## config.mk

```make
export PLATFORM = sky130hd
export DESIGN_NAME = vm_inventory_store
export DESIGN_NICKNAME = d
export VERILOG_FILES = /design/src/rtl/vm_pkg.sv /design/src/rtl/vm_dispense_timer.sv /design/src/rtl/vm_inventory_store.sv
export SDC_FILE = /design/constraint.sdc
export NUM_CORES = 1
export LEC_CHECK = 0
export ABC_AREA = 1
export CAP_MARGIN = 30
export CORE_UTILIZATION = 40
export DETAILED_ROUTE_END_ITERATION = 8
export MAX_ROUTING_LAYER = met4
export SLEW_MARGIN = 20
export SYNTH_ARGS = -nofsm -noshare
export SYNTH_HDL_FRONTEND = slang
export SYNTH_SLANG_ARGS = --single-unit
```

## constraint.sdc

```tcl
create_clock -name clk -period 14.6 [get_ports clk]
set_input_delay 4.38 -clock clk [delete_from_list [all_inputs] [get_ports clk]]
set_output_delay 4.38 -clock clk [all_outputs]
set_load 0.02 [all_outputs]
```

## src/rtl/vm_pkg.sv

```systemverilog
// Shared constants, FSM state type and slot-addressing helpers for the
// vending-machine inventory path.
package vm_pkg;

  localparam int NUM_LINES = 6;
  localparam int NUM_COLS  = 8;
  localparam int CAP_W     = 5;
  localparam int NUM_SLOTS = NUM_LINES * NUM_COLS;
  localparam int FLAT_W    = NUM_SLOTS * CAP_W;

  typedef enum logic [1:0] {
    ST_IDLE      = 2'd0,
    ST_ADMIN_WR  = 2'd1,
    ST_BUY_CHECK = 2'd2,
    ST_DISPENSE  = 2'd3
  } state_e;

  // Line 1 only populates the odd columns; lines 2..6 are fully populated.
  function automatic logic pos_valid(input logic [2:0] line, input logic [3:0] column);
    logic ok;
    ok = (line >= 3'd1) && (line <= 3'd6) && (column >= 4'd1) && (column <= 4'd8);
    if (line == 3'd1) begin
      ok = ok && column[0];
    end else begin
      ok = ok;
    end
    return ok;
  endfunction

  function automatic logic [5:0] slot_index(input logic [2:0] line, input logic [3:0] column);
    logic [5:0] idx;
    idx = ({3'd0, line} - 6'd1) * 6'd8 + ({2'd0, column} - 6'd1);
    return idx;
  endfunction

endpackage

```

## src/rtl/vm_dispense_timer.sv

```systemverilog
// Dispense-motor timer: a load starts a DISPENSE_CYCLES-long motor pulse,
// with a one-cycle done pulse on the cycle the motor drops.
module vm_dispense_timer #(
  parameter int DISPENSE_CYCLES = 8
) (
  input  logic clk_i,
  input  logic rst_ni,
  input  logic load_i,
  output logic motor_o,
  output logic done_o,
  output logic last_o
);

  localparam int CNT_W = (DISPENSE_CYCLES > 1) ? $clog2(DISPENSE_CYCLES) : 1;
  localparam logic [CNT_W-1:0] LOAD_VAL = CNT_W'(DISPENSE_CYCLES - 1);

  logic [CNT_W-1:0] cnt_q;
  logic             motor_q;
  logic             done_q;

  // Count down while the motor runs; the zero count ends the pulse.
  always_ff @(posedge clk_i or negedge rst_ni) begin
    if (!rst_ni) begin
      cnt_q   <= {CNT_W{1'b0}};
      motor_q <= 1'b0;
      done_q  <= 1'b0;
    end else begin
      done_q <= 1'b0;
      if (load_i) begin
        cnt_q   <= LOAD_VAL;
        motor_q <= 1'b1;
      end else if (motor_q) begin
        if (cnt_q == {CNT_W{1'b0}}) begin
          motor_q <= 1'b0;
          done_q  <= 1'b1;
        end else begin
          cnt_q <= cnt_q - {{(CNT_W-1){1'b0}}, 1'b1};
        end
      end
    end
  end

  assign motor_o = motor_q;
  assign done_o  = done_q;
  assign last_o  = motor_q && (cnt_q == {CNT_W{1'b0}});

endmodule

```

## src/rtl/vm_inventory_store.sv

```systemverilog
// Slot-count store for the vending machine: serialises admin capacity commits
// and customer purchases through one FSM and drives the dispense motor.
module vm_inventory_store
  import vm_pkg::*;
#(
  parameter int MAX_CAP         = 9,
  parameter int INIT_CAP        = 5,
  parameter int DISPENSE_CYCLES = 8
) (
  input  logic              clk,
  input  logic              reset,
  input  logic              admin_commit,
  input  logic [2:0]        admin_line,
  input  logic [3:0]        admin_column,
  input  logic [4:0]        admin_delta,
  input  logic              buy_req,
  input  logic [2:0]        buy_line,
  input  logic [3:0]        buy_column,
  output logic [FLAT_W-1:0] capacity_flat,
  output logic              busy,
  output logic              dispense_motor,
  output logic              buy_done,
  output logic              buy_empty,
  output logic              buy_invalid,
  output logic              buy_drop,
  output logic              admin_done,
  output logic              admin_reject
);

  localparam logic signed [6:0] MAX_S = 7'(MAX_CAP);
  localparam logic [CAP_W-1:0]  MAX_C = CAP_W'(MAX_CAP);

  function automatic logic [CAP_W-1:0] init_count(input int idx);
    return pos_valid(3'(idx / NUM_COLS + 1), 4'(idx % NUM_COLS + 1)) ?
           CAP_W'(INIT_CAP) : {CAP_W{1'b0}};
  endfunction

  state_e           state_q, state_d;
  logic [2:0]       adm_line_q, adm_line_d, buy_line_q, buy_line_d;
  logic [3:0]       adm_col_q, adm_col_d, buy_col_q, buy_col_d;
  logic [4:0]       adm_delta_q, adm_delta_d;
  logic             adm_pend_q, adm_pend_d;
  logic             busy_q, busy_d;
  logic             admin_done_q, admin_done_d, admin_reject_q, admin_reject_d;
  logic             buy_empty_q, buy_empty_d, buy_invalid_q, buy_invalid_d;
  logic             buy_drop_q, buy_drop_d;
  logic [CAP_W-1:0] cap_q [NUM_SLOTS];

  logic             adm_valid_s, buy_valid_s;
  logic [5:0]       adm_idx_s, buy_idx_s, wr_idx_s;
  logic [CAP_W-1:0] adm_cur_s, buy_cur_s, adm_new_s, wr_val_s;
  logic signed [6:0] sum_s;
  logic             wr_en_s, tmr_load_s, tmr_last_s;

  // Address decode and clamped admin update value for the captured commit.
  always_comb begin
    adm_valid_s = pos_valid(adm_line_q, adm_col_q);
    buy_valid_s = pos_valid(buy_line_q, buy_col_q);
    adm_idx_s   = adm_valid_s ? slot_index(adm_line_q, adm_col_q) : 6'd0;
    buy_idx_s   = buy_valid_s ? slot_index(buy_line_q, buy_col_q) : 6'd0;
    adm_cur_s   = cap_q[adm_idx_s];
    buy_cur_s   = cap_q[buy_idx_s];
    sum_s = $signed({2'b00, adm_cur_s}) + $signed({{2{adm_delta_q[4]}}, adm_delta_q});
    if (sum_s < 7'sd0) begin
      adm_new_s = {CAP_W{1'b0}};
    end else if (sum_s > MAX_S) begin
      adm_new_s = MAX_C;
    end else begin
      adm_new_s = sum_s[CAP_W-1:0];
    end
  end

  // Next-state, capture and pulse logic of the request-serialising FSM.
  always_comb begin
    state_d        = state_q;
    adm_line_d     = adm_line_q;
    adm_col_d      = adm_col_q;
    adm_delta_d    = adm_delta_q;
    adm_pend_d     = adm_pend_q;
    buy_line_d     = buy_line_q;
    buy_col_d      = buy_col_q;
    admin_done_d   = 1'b0;
    admin_reject_d = 1'b0;
    buy_empty_d    = 1'b0;
    buy_invalid_d  = 1'b0;
    buy_drop_d     = 1'b0;
    wr_en_s        = 1'b0;
    wr_idx_s       = 6'd0;
    wr_val_s       = {CAP_W{1'b0}};
    tmr_load_s     = 1'b0;
    case (state_q)
      ST_IDLE: begin
        if (admin_commit || adm_pend_q) begin
          state_d    = ST_ADMIN_WR;
          adm_pend_d = 1'b0;
          if (admin_commit) begin
            adm_line_d  = admin_line;
            adm_col_d   = admin_column;
            adm_delta_d = admin_delta;
          end else begin
            adm_line_d  = adm_line_q;
          end
          buy_drop_d = buy_req;
        end else if (buy_req) begin
          state_d    = ST_BUY_CHECK;
          buy_line_d = buy_line;
          buy_col_d  = buy_column;
        end else begin
          state_d = ST_IDLE;
        end
      end
      ST_ADMIN_WR: begin
        state_d = ST_IDLE;
        if (adm_valid_s) begin
          wr_en_s      = 1'b1;
          wr_idx_s     = adm_idx_s;
          wr_val_s     = adm_new_s;
          admin_done_d = 1'b1;
        end else begin
          admin_reject_d = 1'b1;
        end
      end
      ST_BUY_CHECK: begin
        if (!buy_valid_s) begin
          buy_invalid_d = 1'b1;
          state_d       = ST_IDLE;
        end else if (buy_cur_s == {CAP_W{1'b0}}) begin
          buy_empty_d = 1'b1;
          state_d     = ST_IDLE;
        end else begin
          wr_en_s    = 1'b1;
          wr_idx_s   = buy_idx_s;
          wr_val_s   = buy_cur_s - {{(CAP_W-1){1'b0}}, 1'b1};
          tmr_load_s = 1'b1;
          state_d    = ST_DISPENSE;
        end
      end
      ST_DISPENSE: begin
        if (tmr_last_s) begin
          state_d = ST_IDLE;
        end else begin
          state_d = ST_DISPENSE;
        end
      end
      default: begin
        state_d = ST_IDLE;
      end
    endcase
    // While busy, the newest admin commit is parked for the next IDLE visit.
    if (state_q != ST_IDLE) begin
      if (admin_commit) begin
        adm_pend_d  = 1'b1;
        adm_line_d  = admin_line;
        adm_col_d   = admin_column;
        adm_delta_d = admin_delta;
      end else begin
        adm_pend_d = adm_pend_d;
      end
      buy_drop_d = buy_req;
    end else begin
      buy_drop_d = buy_drop_d;
    end
    busy_d = (state_d != ST_IDLE);
  end

  // FSM state, captured request fields and registered status pulses.
  always_ff @(posedge clk or negedge reset) begin
    if (!reset) begin
      state_q        <= ST_IDLE;
      adm_line_q     <= 3'd0;
      adm_col_q      <= 4'd0;
      adm_delta_q    <= 5'd0;
      adm_pend_q     <= 1'b0;
      buy_line_q     <= 3'd0;
      buy_col_q      <= 4'd0;
      busy_q         <= 1'b0;
      admin_done_q   <= 1'b0;
      admin_reject_q <= 1'b0;
      buy_empty_q    <= 1'b0;
      buy_invalid_q  <= 1'b0;
      buy_drop_q     <= 1'b0;
    end else begin
      state_q        <= state_d;
      adm_line_q     <= adm_line_d;
      adm_col_q      <= adm_col_d;
      adm_delta_q    <= adm_delta_d;
      adm_pend_q     <= adm_pend_d;
      buy_line_q     <= buy_line_d;
      buy_col_q      <= buy_col_d;
      busy_q         <= busy_d;
      admin_done_q   <= admin_done_d;
      admin_reject_q <= admin_reject_d;
      buy_empty_q    <= buy_empty_d;
      buy_invalid_q  <= buy_invalid_d;
      buy_drop_q     <= buy_drop_d;
    end
  end

  // Slot storage: single write port shared by admin writes and purchases.
  always_ff @(posedge clk or negedge reset) begin
    if (!reset) begin
      for (int i = 0; i < NUM_SLOTS; i++) begin
        cap_q[i] <= init_count(i);
      end
    end else if (wr_en_s) begin
      cap_q[wr_idx_s] <= wr_val_s;
    end
  end

  vm_dispense_timer #(
    .DISPENSE_CYCLES (DISPENSE_CYCLES)
  ) u_timer (
    .clk_i   (clk),
    .rst_ni  (reset),
    .load_i  (tmr_load_s),
    .motor_o (dispense_motor),
    .done_o  (buy_done),
    .last_o  (tmr_last_s)
  );

  // Flatten the slot registers onto the display/admin feedback bus.
  always_comb begin
    capacity_flat = {FLAT_W{1'b0}};
    for (int i = 0; i < NUM_SLOTS; i++) begin
      capacity_flat[i*CAP_W +: CAP_W] = cap_q[i];
    end
  end

  assign busy         = busy_q;
  assign admin_done   = admin_done_q;
  assign admin_reject = admin_reject_q;
  assign buy_empty    = buy_empty_q;
  assign buy_invalid  = buy_invalid_q;
  assign buy_drop     = buy_drop_q;

endmodule
```

---- Yosys cells after proc, flatten, opt, wreduce, memory -nomap -nowiden ----
Cells that the tools add are included.
cells by class
  multiplexer cells ....................... 73
  reductions and logical operators ........ 19
  bitwise operators ....................... 4
  order comparisons ....................... 14
  $add $sub $neg .......................... 9
  equality and inequality tests ........... 6
operator list
  kind                                                            count
  bitwise mux 240 bit                                             1
  2-to-1 mux 5 bit                                                15
  binary-select mux 5 bit (select 6 bit)                          2
  demux 5 bit (select 6 bit)                                      1
  2-to-1 mux 6 bit                                                5
  2-to-1 mux 1 bit                                                27
  2-to-1 mux 3 bit                                                8
  >= comparator 7 bit (second input constant)                     3
  inverter 6 -> 7 bit                                             3
  2-to-1 mux 4 bit                                                5
  less-than comparator 7 x 1 -> 1 bit (second input constant)     2
  adder 6 bit                                                     2
  one-hot mux 6 bit (2 select lines)                              1
  logical AND 1 bit                                               10
  2-to-1 mux 2 bit                                                5
  one-hot mux 5 bit (2 select lines)                              1
  subtractor 4 x 1 -> 5 bit (second input constant)               2
  subtractor 3 x 1 -> 3 bit (second input constant)               3
  >= comparator 4 x 1 -> 1 bit (second input constant)            2
  <= comparator 4 bit (second input constant)                     2
  one-hot mux 2 bit (4 select lines)                              1
  adder 6 x 5 -> 7 bit                                            1
  greater-than comparator 7 x 5 -> 1 bit (second input constant)  1
  equality test 3 x 1 -> 1 bit (second input constant)            2
  other kinds (15)                                                20
word-level totals
  output and inout bits ................... 248
  input port bits ......................... 23
  register bits ........................... 273

---- Longest topological paths before layout ----
Gate-level depths: netlist (run 1).
  depth after elaboration ................. 21
  gate-level depth with buffers ........... 34
  gate-level depth less buffers ........... 30

---- Hierarchy ----
Synthesis (run 1) repeated with hierarchy kept, for this count alone.
unflattened totals
  cells, all modules ...................... 2452
  area total of the unflattened synthesis .. 17060.1 µm²
modules (own cells, without submodules)
  module              cells an instance  times used  seq. area each (µm²)  area each (µm²)
  vm_inventory_store  2417               1           6816.5                16766.1
  vm_dispense_timer   35                 1           125.1                 294.0

---- Least setup slack after synthesis (run 1) ----
Ideal clock, no wire load.
  kind .................................... input -> register
  start point ............................. input admin_commit
  end point ............................... register buy_line_q[2]
  setup time .............................. 133 ps
  data arrival time ....................... 5048 ps
  slack ................................... 9419 ps
  stages .................................. 5
  path buffers ............................ 1
  required time ........................... 14467 ps
  cell sequence ........................... nor2_1 > nand3_1 > clkbuf_1 > nor2_1 > a21oi_1
on the way
  longest elaborated chain between the ends .. 3
ends and longest elaborated chain
  what                                  line                       RTL
  from (decl)                           vm_inventory_store.sv:12   input logic admin_commit,
  logical OR 1 bit                      vm_inventory_store.sv:93   if (admin_commit || adm_pend_q) begin
  inverter 1 bit (no source line)       n/a
  AND reduction 3 bit (no source line)  n/a
  to (signal assigned)                  vm_inventory_store.sv:188  buy_line_q <= buy_line_d;
  to (decl)                             vm_inventory_store.sv:39   logic [2:0] adm_line_q, adm_line_d, buy_line_q, buy_line_d;
No other way between the ends.
A chain may end at the register's enable or synchronous reset.

==> flow_metrics.py, run 1 <==
metrics = {
    "layout": {
        "diodes": 0,
        "nets": 2616,
        "drive_above_1_share_pct": 8.96,
        "area_delta_synth_final_pct": 23.4,
    },
    "logic_synthesis": {
        "yosys.area_share.simple_pct": 38.8,
        "yosys.cell_types.count": 43,
        "seq_area_frac_synth_pct": 40.7,
        "ys_warn_count": 0,
        "synth-async-reset-ratio_pct": 100,
        "syn_inst": 2399,
        "synthAdderAreaFrac_pct": 2.19,
        "synth_top_family_by_area": "simple AND/OR/NAND/NOR gates",
        "synth_seq_cells": 273,
        "syn_area_sq_um": 17000,
        "syn_nets": 2450,
        "synth-compound-area-share_pct": 9.32,
        "synth_edf_count": 0,
        "synth_top_flop_cell": "dfrtp_1",
        "synth.mux.area_fraction_pct": 0.198,
        "synth-xor-area-share_pct": 0.668,
        "avgSynthCellArea_sq_um": 7.10,
    },
    "worst_setup_path": {
        "critPathRequiredTime_ns": 15.16,
        "cp_slowest_cell": "a21oi_4",
        "cp_max_fo": 66,
        "cp-start-kind": "flop",
        "worstSetupPathType": "flop to flop",
        "path_buf_inv": 8,
        "crit_arrival_ns": 8.34,
        "timing.critical_path.max_delay_family": "compound AO/OA/AOI/OAI gates",
        "cp_slowest_stage_delay_ns": 0.77,
        "rrSetupSlack_ns": 6.81,
        "crit_path_end_kind": "flop",
        "cpMostUsedCell": "nand2_1",
    },
    "global_route": {
        "grt_usage_pct": 33.5,
        "grt_overflow": 0,
        "antenna_found_initial": 0,
        "grt_pass1_vias": 17226,
        "grt_max_degree": 81,
        "grt_pass1_wl_microns": 108000,
    },
    "power": {
        "p_leak_nw": 9.06,
        "power_density_nw_per_um2": 88.1,
        "ir_drop_mv": 0.0659,
        "finalPower_mw": 1.85,
    },
    "clocking": {
        "cts_max_level": 1,
        "root_buffer": "clkbuf_16",
        "clk_path_buf_depth": 3,
        "ctsResizeCount": 0,
        "cts_tree": "done",
        "cts_setup_buffers": 0,
        "cts_num_sinks": 273,
        "hold_buffers": 0,
        "clk_pin_slew_ns": 0.06,
        "clk_latency_ns": 0.62,
        "cts_buffers": 31,
    },
    "min_path": {
        "worstHoldPathType": "flop to flop",
        "min-delay-start": "capacity_flat[235]",
    },
    "timing": {
        "period_minus_slack_ns": 7.79,
        "fmax_ghz": 0.128,
        "min_period_over_period_pct": 53.3,
        "final-setup-viol-count": 0,
        "tightest_slew_ns": 0.934,
        "slew_violations": 0,
        "setup_tns_ns": 0,
        "fin_worst_skew_ns": 0.0425,
        "hold_viol": 0,
        "layout_setup_ws_ns": 6.81,
        "slew_headroom_pct": 37.7,
        "rsz0062_at_grt": "no",
    },
    "drt": {
        "drt-initial-drc-count": 2295,
        "drtAntennaViolNets": 0,
        "viasPerCell": 5.77,
        "wl_per_cell_microns": 22.8,
        "drt_pass1_iterations": 6,
        "route.vias.total": 18050,
        "route.detailed.drc": 0,
        "routed_wirelength_microns": 71200,
    },
    "run": {
        "maxCapViolations": 0,
    },
    "place": {
        "numPortBuffers": 270,
        "pre_cts_ws_ns": 6.31,
        "dp_hpwl_microns": 47700,
        "gp_congestion": 0.970,
    },
    "die": {
        "start_util_pct": 40.6,
        "row_count": 75,
        "die_area_sq_um": 43400,
        "die_w_microns": 208,
        "io_pins": 271,
        "die_h_microns": 208,
        "core_sq_um": 41900,
    },
    "run_status": {
        "status": "completed",
    },
}
## cells by family (layout without fill, tap and decap cells)
| kind of cell | after synthesis | after routing |
|---|---|---|
| simple gates | 1541 | 1541 |
| xor+xnor | 13 | 13 |
| fa+ha+maj | 28 | 28 |
| flops | 273 | 273 |
| mux | 3 | 3 |
| buf+inv | 310 | 500 |
| compound gates | 231 | 231 |
## layout make-up
type	instances	area [sq um]
Tap cell	539	674
Clock inverter	14	168
Inverter	134	508
Timing Repair Buffer	309	3050
Clock buffer	43	861
Fill cell	4179	20900
Multi-Input combinational cell	1816	8820
Sequential cell	273	6940
## layout by cell type, fill, tap and decap left out, types with 8 or more instances in the layout
| master | instances |
|---|---|
| nand4_1 | 14 |
| clkbuf_16 | 32 |
| xor2_1 | 10 |
| clkbuf_1 | 8 |
| o21ai_0 | 41 |
| a211oi_1 | 8 |
| nor2_2 | 11 |
| nor2_1 | 35 |
| clkdlybuf4s50_1 | 269 |
| nand2_1 | 945 |
| buf_4 | 36 |
| o211ai_1 | 151 |
| inv_1 | 121 |
| nor2_4 | 8 |
| a21oi_1 | 17 |
| inv_2 | 10 |
| dfrtp_1 | 185 |
| nand3_1 | 507 |
| dfstp_2 | 88 |
| ha_1 | 25 |
## metrics by stage
stage               utilization [%]  hold slack (ns)  instance area [sq um]  instances
finish                         50.1            0.482                  21000       3128
global route                   50.1            0.504                  21000       3128
CTS                            50.0            0.488                  21000       3126
detailed placement             47.6            0.477                  19900       3069
global placement               47.5            0.467                  19900       3068
floorplan                         -            0.478                  17000       2399
## layer usage
layer,part of all wire (%),track usage [%],vias up
met5,0,-,-
met4,3.7,11.2,0
met3,8.2,4.78,167
met2,46,51.5,944
met1,43,45.2,8651
li1,-,-,8288
## worst register-to-register path: cells and delay by family (launching register included)
kind / cells / cell delay (ns)
simple gates: 9 / 1.19
flops: 1 / 0.50
compound gates: 9 / 2.55
xor+xnor: 1 / 0.22
buf+inv: 8 / 2.52
fa+ha+maj: 3 / 0.77
## path summary, 6_finish.rpt
check	cells after the start	to
min	2	capacity_flat[235]
max in group asynchronous	4	capacity_flat[88]
max reg2reg	30	capacity_flat[215]
max	30	capacity_flat[215]
min reg2reg	2	capacity_flat[235]
min in group asynchronous	1	capacity_flat[233]
## Yosys cell counts, types with 6 or more instances
cell        n  area (sq um)
inv_1     122           458
nor3_1      6          30.0
clkbuf_1   69           259
o21ai_0    41           205
buf_1      15          56.3
buf_4      22           165
nand2_1   946          3550
a211oi_1    8          60.1
buf_2      64           320
dfrtp_1   185          4630
ha_1       25           313
buf_6       6          67.6
nand4_1    14          87.6
o211ai_1  151          1130
nor2_1     44           165
xor2_1     10          87.6
dfstp_2    88          2310
a21oi_1    22           110
inv_2      10          37.5
nand3_1   507          2540
## power breakdown
group | internal (mW) | total (mW) | switching, mW
Sequential | 0.761 | 0.765 | 0.00350
Combinational | 0.0850 | 0.282 | 0.197
Clock | 0.465 | 0.804 | 0.339
Total | 1.31 | 1.85 | 0.540
## flip-flops by register name, indices dropped and copies added, names as in the netlist, 2 cells and up, named ones only
signal,count
buy_col_q,4
buy_line_q,3
capacity_flat,240
state_q,2
u_timer.cnt_q,3
No activity file was read; power rests on OpenSTA's default activity.
==> run 2, diff against run 1 <==
- clock period: 14.6 -> 7.3 ns (I/O delays scaled with it)
==> run 2 against run 1 <==
Compared with the run above: clock-buffer cell count up 3; global-route usage up 0.51 points; wire length up 1.2%; flip-flop and latch count unchanged; utilization up 1.1 points; cell count up 1.1%; total power up 100%; cell area up 2.1%.
==> flow_metrics.py, run 2 (same netlist as run 1, synthesis figures left out) <==
metrics = {
    "layout": {
        "diodes": 0,
        "largest_reg_flops": 240,
        "area_delta_synth_final_pct": 26.0,
        "fillCellCount": 4100,
        "drive_above_1_share_pct": 10.2,
        "layout_common_cells": "nand2_1 (945), nand3_1 (507), clkdlybuf4s50_1 (269)",
        "nets": 2649,
        "mostFrequentLayoutCell": "nand2_1",
    },
    "die": {
        "row_count": 75,
        "io_pins": 271,
        "start_util_pct": 40.6,
        "die_w_microns": 208,
        "core_sq_um": 41900,
        "die_area_sq_um": 43400,
        "die_h_microns": 208,
    },
    "clocking": {
        "cts_buffers": 31,
        "clk_pin_slew_ns": 0.06,
        "ctsResizeCount": 0,
        "cts_tree": "done",
        "cts_max_level": 1,
        "cts_setup_buffers": 0,
        "hold_buffers": 0,
        "cts_num_sinks": 273,
        "clk_path_buf_depth": 3,
        "root_buffer": "clkbuf_16",
        "clk_latency_ns": 0.61,
    },
    "drt": {
        "viasPerCell": 5.78,
        "drt_pass1_iterations": 6,
        "wl_per_cell_microns": 22.8,
        "route.vias.total": 18266,
        "routed_wirelength_microns": 72100,
        "drtAntennaViolNets": 0,
        "drt-initial-drc-count": 2245,
        "route.detailed.drc": 0,
    },
    "worst_setup_path": {
        "critPathRequiredTime_ns": 7.84,
        "cp-start-kind": "flop",
        "cp_slowest_stage_delay_ns": 0.71,
        "crit_arrival_ns": 7.20,
        "cp_max_fo": 73,
        "cp_slowest_cell": "a21oi_4",
        "cpMostUsedCell": "nand2_1",
        "crit_path_end_kind": "flop",
        "worstSetupPathType": "flop to flop",
    },
    "timing": {
        "fin_worst_skew_ns": 0.0305,
        "fmax_ghz": 0.150,
        "hold_viol": 0,
        "tightest_slew_ns": 0.858,
        "min_period_over_period_pct": 91.4,
        "period_minus_slack_ns": 6.67,
        "slew_violations": 0,
        "slew_headroom_pct": 42.8,
        "final-setup-viol-count": 0,
        "setup_tns_ns": 0,
        "layout_setup_ws_ns": 0.631,
        "rsz0062_at_grt": "no",
    },
    "global_route": {
        "grt_pass1_wl_microns": 110000,
        "grt_pass1_vias": 17403,
        "grt_overflow": 0,
        "grt_usage_pct": 34.0,
        "antenna_found_initial": 0,
        "grt_max_degree": 135,
    },
    "power": {
        "p_leak_nw": 9.29,
        "ir_drop_mv": 0.161,
        "finalPower_mw": 3.74,
        "power_density_nw_per_um2": 174,
    },
    "place": {
        "pre_cts_ws_ns": 0.681,
        "dp_hpwl_microns": 49600,
        "gp_congestion": 1.01,
        "numPortBuffers": 270,
    },
    "run_status": {
        "status": "completed",
    },
    "run": {
        "maxCapViolations": 0,
    },
    "min_path": {
        "worstHoldPathType": "flop to flop",
        "min-delay-start": "capacity_flat[135]",
    },
}
[run 2: cell count changes in the layout (fill, tap and decap cells not counted), sizes merged]
cell / change
bufinv: -1
clkinv: +1
clkinvlp: -2
buf: +34
clkbuf: +2
[run 2: area by class of cell]
class	count	area, sq um	share of cell area (%)
Clock buffer	46	922	4.30
Clock inverter	12	131	0.612
Timing Repair Buffer	342	3470	16.2
Multi-Input combinational cell	1816	8820	41.1
Sequential cell	273	6940	32.3
Tap cell	539	674	3.14
Inverter	134	508	2.37
[run 2: metrics by stage]
step	util (%)	area (sq um)	hold WS [ns]	cells
after CTS	51.2	21500	0.484	3162
after global routing	51.2	21500	0.500	3162
final	51.2	21500	0.482	3162
after global placement	48.7	20400	0.471	3104
after detailed placement	48.7	20400	0.473	3104
after floorplan	-	17000	0.478	2399
[run 2: power by group]
part | switching (mW) | internal (mW) | leakage [nW]
Combinational | 0.397 | 0.185 | 5.36
Clock | 0.681 | 0.944 | 0.524
Sequential | 0.00794 | 1.52 | 3.41
[run 2: metal layers]
metal / global-route usage [%] / routed length (microns) / part of all wire (%) / up-vias
met5: - / 0 / 0 / -
met4: 10.8 / 2430 / 3.4 / 0
met3: 4.97 / 5900 / 8.2 / 165
met2: 51.3 / 32500 / 45 / 927
met1: 46.9 / 31200 / 43 / 8796
li1: - / - / - / 8378
[run 2: path summary, 6_finish.rpt]
kind | slack [ns] | end | depth (start not counted)
worst min register to register | 0.48 | capacity_flat[135] | 2
worst max-delay path | 0.63 | capacity_flat[75] | 30
worst max register to register | 0.63 | capacity_flat[75] | 30
min in group asynchronous | 1.59 | capacity_flat[14] | 1
worst min-delay path | 0.48 | capacity_flat[135] | 2
max in group asynchronous | 4.48 | capacity_flat[198] | 2
[run 2: critical path: cells and delay by family, from the launching register on]
kind            cells  cell delay [ns]
fa+ha+maj           3             0.82
simple gates       10             1.28
xor+xnor            1             0.20
flops               1             0.59
compound gates     11             2.41
buf+inv             5             1.28
